==> src/rtl/ay_bus_responder.sv <==
// AY/YM PSG bus responder: resynchronises BDIR/BC1/data, decodes bus phases,
// keeps a masked shadow register file with readback, and queues writes as events.
module ay_bus_responder #(
   parameter int FIFO_DEPTH = 4
) (
   input  logic       fclk,
   input  logic       rst_n,
   input  logic       ay_bdir,
   input  logic       ay_bc1,
   input  logic [7:0] din,
   output logic [7:0] dout,
   output logic       dataout,
   output logic       evt_valid,
   output logic [3:0] evt_reg,
   output logic [7:0] evt_data,
   input  logic       evt_pop,
   output logic       evt_ovf,
   input  logic       evt_ovf_clr
);

   localparam int AW = $clog2(FIFO_DEPTH);
   localparam logic [AW:0] PTR_ONE = 1;

   typedef enum logic [1:0] {
      PH_IDLE  = 2'b00,
      PH_READ  = 2'b01,
      PH_WRITE = 2'b10,
      PH_LATCH = 2'b11
   } phase_t;

   function automatic logic [7:0] reg_mask(input logic [3:0] r);
      case (r)
         4'd1, 4'd3, 4'd5, 4'd13: reg_mask = 8'h0F;
         4'd6, 4'd8, 4'd9, 4'd10: reg_mask = 8'h1F;
         default:                 reg_mask = 8'hFF;
      endcase
   endfunction

   logic [1:0] ph_s1, ph_s2;
   logic [7:0] d_s1;
   phase_t     phase_q, phase_d;
   logic       act_latch, act_write;

   always_ff @(posedge fclk or negedge rst_n) begin
      if (!rst_n) begin
         ph_s1 <= 2'b00;
         ph_s2 <= 2'b00;
         d_s1  <= 8'h00;
      end else begin
         ph_s1 <= {ay_bdir, ay_bc1};
         ph_s2 <= ph_s1;
         d_s1  <= din;
      end
   end

   always_ff @(posedge fclk or negedge rst_n) begin
      if (!rst_n) phase_q <= PH_IDLE;
      else        phase_q <= phase_d;
   end

   // Stability is judged on the pair that shifts into the s2/s3 stages at this
   // edge, so the action registers on the same edge the last stage catches up.
   always_comb begin
      phase_d   = phase_q;
      act_latch = 1'b0;
      act_write = 1'b0;
      if ((ph_s1 == ph_s2) && (phase_t'(ph_s1) != phase_q)) begin
         phase_d   = phase_t'(ph_s1);
         act_latch = (phase_t'(ph_s1) == PH_LATCH);
         act_write = (phase_t'(ph_s1) == PH_WRITE);
      end
   end

   logic [7:0] regs [16];
   logic [3:0] addr;
   logic       addr_valid;
   logic [7:0] wr_data;

   assign wr_data = d_s1 & reg_mask(addr);

   always_ff @(posedge fclk or negedge rst_n) begin
      if (!rst_n) begin
         for (int i = 0; i < 16; i++) regs[i] <= 8'h00;
         addr       <= 4'h0;
         addr_valid <= 1'b1;
      end else begin
         if (act_latch) begin
            addr_valid <= (d_s1[7:4] == 4'h0);
            addr       <= d_s1[3:0];
         end
         if (act_write && addr_valid) regs[addr] <= wr_data;
      end
   end

   // Idle bus reads as 0xFF; register data only appears during a read phase.
   assign dataout = (phase_q == PH_READ);
   assign dout    = (dataout && addr_valid) ? regs[addr] : 8'hFF;

   logic [11:0] fifo_mem [FIFO_DEPTH];
   logic [AW:0] wr_ptr, rd_ptr;
   logic        push_req, fifo_full, fifo_empty, do_push, do_pop;

   assign push_req   = act_write && addr_valid;
   assign fifo_empty = (wr_ptr == rd_ptr);
   assign fifo_full  = (wr_ptr[AW] != rd_ptr[AW]) && (wr_ptr[AW-1:0] == rd_ptr[AW-1:0]);
   assign do_pop     = evt_pop && !fifo_empty;
   assign do_push    = push_req && (!fifo_full || do_pop);

   always_ff @(posedge fclk or negedge rst_n) begin
      if (!rst_n) begin
         for (int i = 0; i < FIFO_DEPTH; i++) fifo_mem[i] <= 12'h000;
         wr_ptr  <= '0;
         rd_ptr  <= '0;
         evt_ovf <= 1'b0;
      end else begin
         if (do_push) begin
            fifo_mem[wr_ptr[AW-1:0]] <= {addr, wr_data};
            wr_ptr                   <= wr_ptr + PTR_ONE;
         end
         if (do_pop) rd_ptr <= rd_ptr + PTR_ONE;
         // A dropped push outranks a clear arriving on the same edge.
         if (push_req && !do_push) evt_ovf <= 1'b1;
         else if (evt_ovf_clr)     evt_ovf <= 1'b0;
      end
   end

   assign evt_valid           = !fifo_empty;
   assign {evt_reg, evt_data} = fifo_mem[rd_ptr[AW-1:0]];

endmodule

==> config.mk <==
export PLATFORM = sky130hd
export DESIGN_NAME = ay_bus_responder
export DESIGN_NICKNAME = d
export VERILOG_FILES = /design/src/rtl/ay_bus_responder.sv
export SDC_FILE = /design/constraint.sdc
export NUM_CORES = 1
export LEC_CHECK = 0
export ABC_AREA = 1
export CELL_PAD_IN_SITES_DETAIL_PLACEMENT = 0
export CELL_PAD_IN_SITES_GLOBAL_PLACEMENT = 1
export CORE_MARGIN = 2
export CORE_UTILIZATION = 50
export CTS_CLUSTER_SIZE = 12
export DETAILED_ROUTE_END_ITERATION = 12
export HOLD_SLACK_MARGIN = 0.02
export PLACE_DENSITY_LB_ADDON = 0.3
export SLEW_MARGIN = 30
export SYNTH_ARGS = -nofsm -noshare
export SYNTH_HDL_FRONTEND = slang
export SYNTH_SLANG_ARGS = --single-unit
==> constraint.sdc <==
create_clock -name fclk -period 4.3 [get_ports fclk]
set_input_delay 0.645 -clock fclk [delete_from_list [all_inputs] [get_ports fclk]]
set_output_delay 0.645 -clock fclk [all_outputs]
set_load 0.02 [all_outputs]
Yosys cells after proc, flatten, opt, wreduce, memory -nomap -nowiden
Memory sizes are Yosys's and may differ from the RTL's. Cells that the tools add are included.

Input port bits: 14. Logic and storage cells: 81. Bits in read-only memories: 64. Bits in registers: 202. Memories kept: 1.

Muxes and demuxes: 17. Bitwise operators: 4. Order comparisons: 5. Add/sub/neg operators: 2. Eq/ne operators: 8. Reductions and logical operators: 15.

Memory list: (no name shown) (depth 16, width 4, rd ports 1, clocked after Yosys merged registers in 0, wr ports 0, line 32) `case (r)`.

Operators with widths (count): 128-bit bitwise mux (1); 48-bit bitwise mux (1); 12-bit 2-to-1 mux (3); 8-bit binary-select mux with 4-bit select (1); 8-bit demux with 4-bit select (1); 8-bit 2-to-1 mux (4); 12-bit binary-select mux with 2-bit select (1); 12-bit demux with 2-bit select (1); 1-bit logical AND (9); 8-bit AND (1); 3-bit by 1-bit adder with 3-bit output, second input constant (2); 3-bit greater-or-equal comparator, second input constant (2); 2-bit inverter with 3-bit output (2); 5-bit greater-or-equal comparator, second input constant (1); 5-bit by 1-bit less-than comparator with 1-bit output, second input constant (1); 4-bit inverter with 5-bit output (1); 2-bit equality test (2); 2-bit equality test, second input constant (2); 4-bit logical NOT (1); 1-bit 2-to-1 mux (4); 3-bit equality test (1); 1-bit logical NOT (3); 3-bit by 1-bit less-than comparator with 1-bit output, second input constant (1); 2-bit by 1-bit equality test with 1-bit output, second input constant (1); other kinds (4) (4).

Longest topological paths before layout
Gate-level depths: netlist of run 1.

Depth in word-level cells: 8. Depth in mapped cells: 12. Gate-level depth less buffers: 9.

Worst setup path before layout of run 1
Ideal clock, no wire load.

Path kind: flip-flop to output port. Start point: reg addr[0]. End point: out dout[7]. Setup slack: 1959 ps. Cell stages (with the launch flop): 9. Arrival time: 1696 ps. Buffers on the path: 3. Cell sequence: dfrtp_1 clkbuf_1 inv_1 clkbuf_1 clkbuf_1 nor2_1 o22ai_1 nand2_1 nand4_1.

Word-level cells in the longest chain between the ends: 5.

RTL lines: from (decl) (line 75) `logic [3:0] addr;`; from (signal assigned) (line 89) `addr <= d_s1[3:0];`; 4-bit inverter with 5-bit output (not written as such) (line 97) `assign dout = (dataout && addr_valid) ? regs[addr] : 8'hFF;`; 8-bit binary-select mux with 4-bit select (line 97); 8-bit 2-to-1 mux (not written as such) (2 in series) (line 97); 8-bit 2-to-1 mux (line 97); to (decl) (line 11) `output logic [7:0] dout,`.

Every way passes these cells. The select of a mux whose other input is x is not followed.

Final worst setup path of run 1
Ends and elaborated chain as after synthesis.

==> run metrics, run 1 <==
Final Cycle Share=0.812; layout cells sized above 1=0.0502; GP Congestion=0.824; Starting DRT DRC Count=725; antenna-violating nets left=0; Seq. cell area=5060 um2; Yosys top cell by area=dfrtp_1; FF+latch count, synth=202; critical path launch point type=flop; die area=20000 um2; clk buf depth=3; crit-path max cell delay=0.61 ns; gr usage total=0.276; post_cts resized=0; # setup viols final=0; # fillers=1729; Clock Pin Slew Worst Setup and Hold Paths=0.06 ns; TritonRoute pass-1 iters=5; Setup TNS=0 ns; status=finished clean; Vias=8223; RSZ-0062 raised after global routing=no; H-tree depth=1; Clock Skew=0.00959 ns; synthesized net count=1194; routed len/inst=19.4 um; Post-synth EDFFs=0; Die Y=142 um; reg2reg setup slack=1.36 ns; Post-Synthesis Cells=1170; f_max=286 MHz; routing usage on met2=0.424; clock buffer count from CTS=22; vias in the first global route=7716; met3 usage=0.0317; starting density of the core=0.508; most frequent cell after synthesis=nand2_1; row count=50; multi-input logic area=3930 um2; initial antenna violation count=0; Slew Viols, Final=0; nets=1185; Fin Hold WS=0.242 ns; CP Max Fanout=75; Mapped Avg Cell Area=8.09 um2; Main synth FF type=dfrtp_1; Pwr per Cell Area=616 nW/um2; largest net degree at the start of global routing=104; crit path max-delay cell type=clkdlybuf4s50_1; Post-synth top cells=nand2_1 (315), o21ai_0 (224), dfrtp_1 (201); GRT overflow=0; fin crit period=3.49 ns; worst-path cell chain=buf_4 > o21ai_0 > o22ai_1 > nand2_1 > nand4_1 > clkdlybuf4s50_1; Clock Sinks=202; die width=142 um; first-pass GRT wire length=43600 um; CTS Root Cell=clkbuf_16; Leak=5.11 nW; I/O Buffers=36; Post-Syn Area=9460 um2; CP required=3.65 ns; actual slew at the worst max-slew pin=0.906 ns; clk_lat worst skew=0.51 ns; TritonCTS clock tree=yes; Total Wirelength=27400 um; async set-reset flop share out of synthesis=1.00; Worst Hold Class=input pin to async pin; Ys Warns=0; DP HPWL=16900 um; io pins=37; data arrival time of the worst path=2.85 ns; synthesis-to-finish area growth=12.3%; core area=18600 um2; global routing's busiest layer=met2; M1 GR Usage=0.413; DR vias/cell=5.83; crit path kind=flop to output pin; worst vdd ir=0.291 mV; Fin. Hold Viols=0; top cells by area, synth=dfrtp_1 (53%), nand2_1 (12%), o21ai_0 (12%), nor2_1 (4.8%), nand4_1 (3.8%); post-synth top area share=0.531; number of max-cap violations=0; Setup crit end kind=output pin; Max-slew headroom=0.394; count of unique library cells instantiated by Yosys=23; Seq/Total Area, Yosys=0.534; cts hold-fix bufs=0; post-CTS setup buffers=0; ant diodes=0; DRC Markers=0
-- state kept, by name, summed over array words and instances, names as in the netlist --
signal      count
addr            4
ph_s1           2
rd_ptr          3
regs          128
wr_ptr          3
phase_q         2
fifo_mem       48
evt_ovf         1
addr_valid      1
d_s1            8
ph_s2           2
-- per-layer routing --
layer / wire [um] / share of wire / vias up
met3: 1570 / 0.057 / 47
met2: 12400 / 0.45 / 291
met5: 0 / 0 / -
met1: 12700 / 0.46 / 3980
li1: - / - / 3905
met4: 718 / 0.026 / 0
-- per-stage QoR --
step	setup WS [ns]	power, W	std cells	util	area, um2
CTS	0.839	0.00654	1410	0.570	10600
floorplan	1.96	0.00386	1170	-	9460
global route	0.691	0.00693	1410	0.570	10600
detailed placement	1.39	0.00471	1371	0.533	9930
finish	0.807	0.00654	1410	0.570	10600
global placement	1.38	0.00469	1371	0.533	9930
-- kinds of logic after synthesis --
group	Yosys count	synth area share
flip-flops	202	0.534
buffers and inverters	120	0.0512
AO/OA/AOI/OAI	274	0.150
AND/OR/NAND/NOR	559	0.247
adder cells (fa/ha/maj)	10	0.0132
XOR/XNOR	5	0.00463
-- cells in the final DEF, fill, tap and decap left out, drive strengths merged --
master and n:
dfrtp 201, nand3 57, nand2 315, nor4 1, inv 28, xnor2 3
o22ai 36, clkbuf 38, dfstp 1, nor3 1, buf 18, clkdlybuf4s50 35
xor2 2, nor2 127, nand4 58, clkinv 7, a21oi 14, o21ai 224
ha 10
-- path summary, 6_finish.rpt --
path	startpoint	endpoint	cells after the start
worst max-delay path	addr[0]	dout[7]	6
worst min-delay path	rst_n	ph_s1[0]	1
worst max register to register	addr[0]	fifo_mem[5]	10
worst min register to register	fifo_mem[22]	fifo_mem[22]	2
max in group asynchronous	rst_n	fifo_mem[5]	2
min in group fclk	fifo_mem[22]	fifo_mem[22]	2
-- critical path: cells and delay by family, from the launching register on --
kind                   cells  cell delay [ns]
buffers and inverters      2             1.21
AO/OA/AOI/OAI              2             0.48
flip-flops                 1             0.35
AND/OR/NAND/NOR            2             0.27
-- area by class of cell --
type,instances,share of cell area
Clock buffer,37,0.0648
Clock inverter,2,0.000942
Inverter,33,0.0117
Multi-Input combinational cell,848,0.370
Sequential cell,202,0.476
Tap cell,234,0.0275
Timing Repair Buffer,54,0.0493
-- power by group --
part	switching [W]	internal, W	total (W)
Sequential	0.000245	0.00222	0.00247
Combinational	0.00152	0.000729	0.00225
Clock	0.000747	0.00108	0.00183
Total	0.00251	0.00403	0.00654
No activity file was read; power rests on OpenSTA's default activity.
==> run 2, diff against run 1 <==
--- a/config.mk
+++ b/config.mk
@@ -9,7 +9,7 @@
 export CELL_PAD_IN_SITES_DETAIL_PLACEMENT = 0
 export CELL_PAD_IN_SITES_GLOBAL_PLACEMENT = 1
 export CORE_MARGIN = 2
-export CORE_UTILIZATION = 50
+export CORE_UTILIZATION = 46
 export CTS_CLUSTER_SIZE = 12
 export DETAILED_ROUTE_END_ITERATION = 12
 export HOLD_SLACK_MARGIN = 0.02
==> constraint.sdc (replaced) <==
create_clock -name fclk -period 3.35 [get_ports fclk]
set_input_delay 0.5025 -clock fclk [delete_from_list [all_inputs] [get_ports fclk]]
set_output_delay 0.5025 -clock fclk [all_outputs]
set_load 0.02 [all_outputs]
==> run 2 against run 1 <==
Compared with the run above: flip-flop and latch count stayed put; wire length is 0.47% lower; register-to-register slack worse by 0.74 ns; largest cell class unchanged; highest routed layer unchanged.
==> run metrics, run 2 (synthesized netlist as in run 1, its figures left out) <==
TritonRoute pass-1 iters=5; worst vdd ir=0.401 mV; sequential power share=0.370; Worst Hold Class=input pin to flop; status=finished clean; CP required=2.85 ns; RSZ-0062 raised after global routing=no; Clock Pin Slew Worst Setup and Hold Paths=0.06 ns; reg2reg path depth=9; Setup crit end kind=output pin; Clk pwr share=0.285; layout cells sized above 1=0.0592; Pwr per Cell Area=787 nW/um2; Total Wirelength=27200 um; clock buffer count from CTS=23; fin crit period=3.13 ns; max reg flops=128; Vias=8170; switching power=0.00324 W; Comb power frac=0.344; met3 usage=0.0312; clk_lat worst skew=0.51 ns; die area=21700 um2; Final Cycle Share=0.936; clk buf depth=3; I/O Buffers=36; Sw Share=0.382; commonest non-fill, non-tap cell in the layout=nand2_1; hold wc startpoint=din[1]; gr usage total=0.256; CP Buf/Inv Count=3; M1 GR Usage=0.372; Worst Hold Depth=1; actual slew at the worst max-slew pin=0.977 ns; number of max-cap violations=0; internal cell power=0.00523 W; Clock Skew=0.0132 ns; f_max=319 MHz; Setup TNS=0 ns; Clock Sinks=202; worst hold path endpoint=d_s1[1]; initial antenna violation count=0; Leak=5.16 nW; Die Y=147 um; crit path max-delay cell type=clkdlybuf4s50_1; largest registers=regs (128), fifo_mem (48), d_s1 (8); RR Endpoint=fifo_mem[6]; starting density of the core=0.468; critical path launch point type=flop; row count=52; CTS Root Cell=clkbuf_16; io pins=37; routed len/inst=18.8 um; Max-slew headroom=0.346; DP HPWL=17000 um; global routing's busiest layer=met2; GP Congestion=0.816; Slew Viols, Final=0; DRC Markers=0; routing usage on met2=0.408; nets=1189; CP Max Fanout=54; data arrival time of the worst path=2.63 ns; core area=20200 um2; CP delay by family, top=buffers and inverters; largest reg by FF count=regs; reg2reg setup slack=0.62 ns; ant diodes=0; Starting DRT DRC Count=635; H-tree depth=1; vias in the first global route=7792; first-pass GRT wire length=43800 um; antenna-violating nets left=0; TritonCTS clock tree=yes; most frequent cells in the layout=nand2_1 (315), o21ai_0 (224), dfrtp_1 (200); largest net degree at the start of global routing=76; Fin Hold WS=0.427 ns; GRT overflow=0; worst-path cell chain=inv_2 > buf_12 > o21ai_0 > o22ai_1 > nand2_1 > nand4_1 > clkdlybuf4s50_1; reg2reg start=ph_s1[1]; crit-path max cell delay=0.62 ns; post-CTS setup buffers=0; synthesis-to-finish area growth=13.7%; Fin. Hold Viols=0; crit path kind=flop to output pin; # setup viols final=0; die width=147 um; DR vias/cell=5.63
[run 2: cell count changes in the layout (fill, tap and decap cells not counted)]
cell	before	now
nor2_2	5	6
clkinv_2	2	7
clkbuf_1	8	4
dlygate4sd3_1	0	1
clkbuf_8	7	8
inv_6	0	1
clkinv_1	5	4
nor2_1	120	119
buf_12	2	4
inv_2	0	1
[run 2: worst reg2reg max path, delay by kind of cell, from the launching register on]
kind / cells / cell delay [ns]
and+or+nand+nor: 8 / 2.07
DFF: 1 / 0.45
buffers and inverters: 1 / 0.08
[run 2: power by group through the flow]
stage	Clock [W]	Sequential [W]	Combinational, W
finish	0.00242	0.00313	0.00292
global route	0.00257	0.00318	0.00324
CTS	0.00246	0.00313	0.00292
detailed placement	0	0.00317	0.00291
global placement	0	0.00316	0.00289
floorplan	0	0.00306	0.00190
[run 2: how the worst max path moves through the flow]
stage,from,end,slack [ns],cells after the start
6_report,addr[0],dout[1],0.22,7
5_1_grt,addr[0],dout[1],0.12,7
4_1_cts,addr[2],dout[2],0.19,5
3_5_place_dp,ph_s1[0],fifo_mem[6],0.66,9
3_3_place_gp,ph_s1[1],fifo_mem[6],0.66,9
2_1_floorplan,addr[0],dout[7],1.15,8
[run 2: metal layers]
metal	vias up	part of all wire
met2	211	0.47
met4	0	0.024
li1	3915	-
met1	3992	0.46
met5	-	0
met3	52	0.052
[run 2: final cells by class]
cell class,instances,area [um2]
Clock buffer,34,687
Clock inverter,8,43.8
Fill cell,1940,9480
Inverter,33,124
Multi-Input combinational cell,848,3930
Sequential cell,202,5060
Tap cell,270,338
Timing Repair Buffer,57,574
[run 2: stage by stage]
stage / instance area [um2] / utilization / total power, W / setup slack (ns) / instances
3_3_place_gp: 10000 / 0.495 / 0.00605 / 0.658 / 1409
5_1_grt: 10800 / 0.532 / 0.00899 / 0.124 / 1452
2_1_floorplan: 9460 / - / 0.00496 / 1.15 / 1170
4_1_cts: 10800 / 0.532 / 0.00851 / 0.187 / 1452
3_5_place_dp: 10000 / 0.495 / 0.00608 / 0.657 / 1409
6_report: 10800 / 0.532 / 0.00847 / 0.216 / 1452
[run 2: timing repair]
| action | 4_1_cts | 5_1_grt |
|---|---|---|
| setup endpoints to repair | 0 | 4 |
| hold buffers | 1 | 0 |
| resized for setup | 0 | 1 |
| hold endpoints to repair | 9 | 0 |
==> run 3, diff against run 2 <==
--- a/config.mk
+++ b/config.mk
@@ -9,11 +9,13 @@
 export CELL_PAD_IN_SITES_DETAIL_PLACEMENT = 0
 export CELL_PAD_IN_SITES_GLOBAL_PLACEMENT = 1
 export CORE_MARGIN = 2
-export CORE_UTILIZATION = 46
+export CORE_UTILIZATION = 48
 export CTS_CLUSTER_SIZE = 12
 export DETAILED_ROUTE_END_ITERATION = 12
+export DONT_BUFFER_PORTS = 1
 export HOLD_SLACK_MARGIN = 0.02
 export PLACE_DENSITY_LB_ADDON = 0.3
+export SKIP_CTS_REPAIR_TIMING = 1
 export SLEW_MARGIN = 30
 export SYNTH_ARGS = -nofsm -noshare
 export SYNTH_HDL_FRONTEND = slang
==> run 3 against run 2 <==
Compared with the run above: the run now ends with negative hold slack left; sequential share of layout area is 1.1 points higher; cell count is 1.9% lower; combinational power is 12% lower; die area is 4.1% lower; critical path depth is 1 lower; clock skew hardly changed; power is 1.4% lower; clock-buffer cell count is 4 higher; global-route usage is 1.6 points higher; setup slack better by 0.0046 ns; via count is 0.21% lower; clock power is 8% higher.
==> run metrics, run 3 (synthesized netlist as in run 1, its figures left out) <==
vias in the first global route=7709; DP HPWL=16900 um; clock buffer count from CTS=24; # fillers=1872; largest net degree at the start of global routing=203; RSZ-0062 raised after global routing=no; commonest non-fill, non-tap cell in the layout=nand2_1; crit path kind=flop to output pin; Slew Viols, Final=0; Total Wirelength=27700 um; fin crit period=3.13 ns; Vias=8153; GRT overflow=0; DRC Markers=0; Setup TNS=0 ns; Pwr Total=0.00835 W; DR vias/cell=5.72; multi-input logic area=3930 um2; CTS Root Cell=clkbuf_16; largest registers=regs (128), fifo_mem (48), d_s1 (8); starting density of the core=0.488; gr usage total=0.271; layout cells sized above 1=0.0586; first-pass GRT wire length=43800 um; CP required=2.85 ns; initial antenna violation count=0; TritonRoute pass-1 iters=5; switching power=0.00318 W; Clock Sinks=202; io pins=37; crit-path max cell delay=0.56 ns; worst vdd ir=0.415 mV; Clk pwr share=0.312; number of max-cap violations=0; sequential power share=0.380; status=finished, violations left; H-tree depth=1; Sw Share=0.381; clk buf depth=3; antenna-violating nets left=0; ant diodes=0; Leak=5.06 nW; critical path launch point type=flop; die width=144 um; Setup crit end kind=output pin; core area=19400 um2; max reg flops=128; Clock Skew=0.0129 ns; CP Max Fanout=31; Fin Hold WS=-0.308 ns; I/O Buffers=0; # setup viols final=0; Starting DRT DRC Count=763; worst-path cell chain=inv_2 > buf_4 > nor2_1 > o22ai_1 > nand2_1 > nand4_1; failing checks=negative hold slack; data arrival time of the worst path=2.63 ns; Comb power frac=0.308; actual slew at the worst max-slew pin=0.880 ns; GP Congestion=0.809; Pwr per Cell Area=794 nW/um2; Die Y=144 um; nets=1167; TritonCTS clock tree=yes; Fin. Hold Viols=202; Clock Pin Slew Worst Setup and Hold Paths=0.06 ns; synthesis-to-finish area growth=11.1%; Seq. cell area=5060 um2; row count=51; clk_lat worst skew=0.52 ns; most frequent cells in the layout=nand2_1 (315), o21ai_0 (224), dfrtp_1 (200); largest reg by FF count=regs; routed len/inst=19.4 um; die area=20900 um2; Max-slew headroom=0.413; crit path max-delay cell type=dfrtp_2; Final Cycle Share=0.934; f_max=320 MHz; internal cell power=0.00517 W; Worst Hold Class=input pin to async pin
==> run 3: worst paths after layout <==
path	from	endpoint	slack, ns	cells past startpoint
min	rst_n	regs[41]	-0.31	0
min reg2reg	fifo_mem[19]	fifo_mem[19]	0.46	2
max	addr[0]	dout[7]	0.22	6
max reg2reg	addr[0]	fifo_mem[5]	0.55	10
max in group asynchronous	rst_n	regs[61]	3.21	0
min in group fclk	evt_ovf_clr	evt_ovf	0.09	1
==> run 3: worst max-delay path, delay by kind of cell, from the launching register on <==
kind	cells	cell delay, ns
buffers and inverters	2	0.78
AND/OR/NAND/NOR	3	0.53
flip-flops	1	0.56
AO/OA/AOI/OAI	1	0.23
==> run 3: per-stage QoR <==
| stage | hold slack (ns) | utilization | cells | instance area, um2 | setup slack [ns] |
|---|---|---|---|---|---|
| floorplan | 0.207 | - | 1170 | 9460 | 1.15 |
| global placement | 0.216 | 0.496 | 1372 | 9620 | 0.657 |
| detailed placement | 0.216 | 0.496 | 1372 | 9620 | 0.592 |
| CTS | -0.327 | 0.537 | 1415 | 10400 | 0.233 |
| global route | -0.325 | 0.542 | 1425 | 10500 | 0.0946 |
| finish | -0.308 | 0.542 | 1425 | 10500 | 0.220 |
==> run 3: metal layers <==
| layer | vias to the layer above | track usage | share of wire |
|---|---|---|---|
| li1 | 3866 | - | - |
| met1 | 3967 | 0.396 | 0.46 |
| met2 | 256 | 0.410 | 0.45 |
| met3 | 64 | 0.0377 | 0.056 |
| met4 | 0 | 0.107 | 0.036 |
| met5 | - | 0 | 0 |
==> run 3: power by group through the flow <==
stage               clock (W)  combinational, W  sequential [W]
floorplan                   0           0.00190         0.00306
global placement            0           0.00251         0.00320
detailed placement          0           0.00254         0.00320
CTS                   0.00264           0.00255         0.00316
global route          0.00275           0.00285         0.00322
finish                0.00261           0.00257         0.00317
==> run 3: final cells by class <==
type	count	share of cell area
clock inverter	5	0.00797
sequential	202	0.481
timing repair buffer	34	0.0267
clock buffer	38	0.0670
multi-input combinational	848	0.374
inverter	33	0.0118
tap	265	0.0315
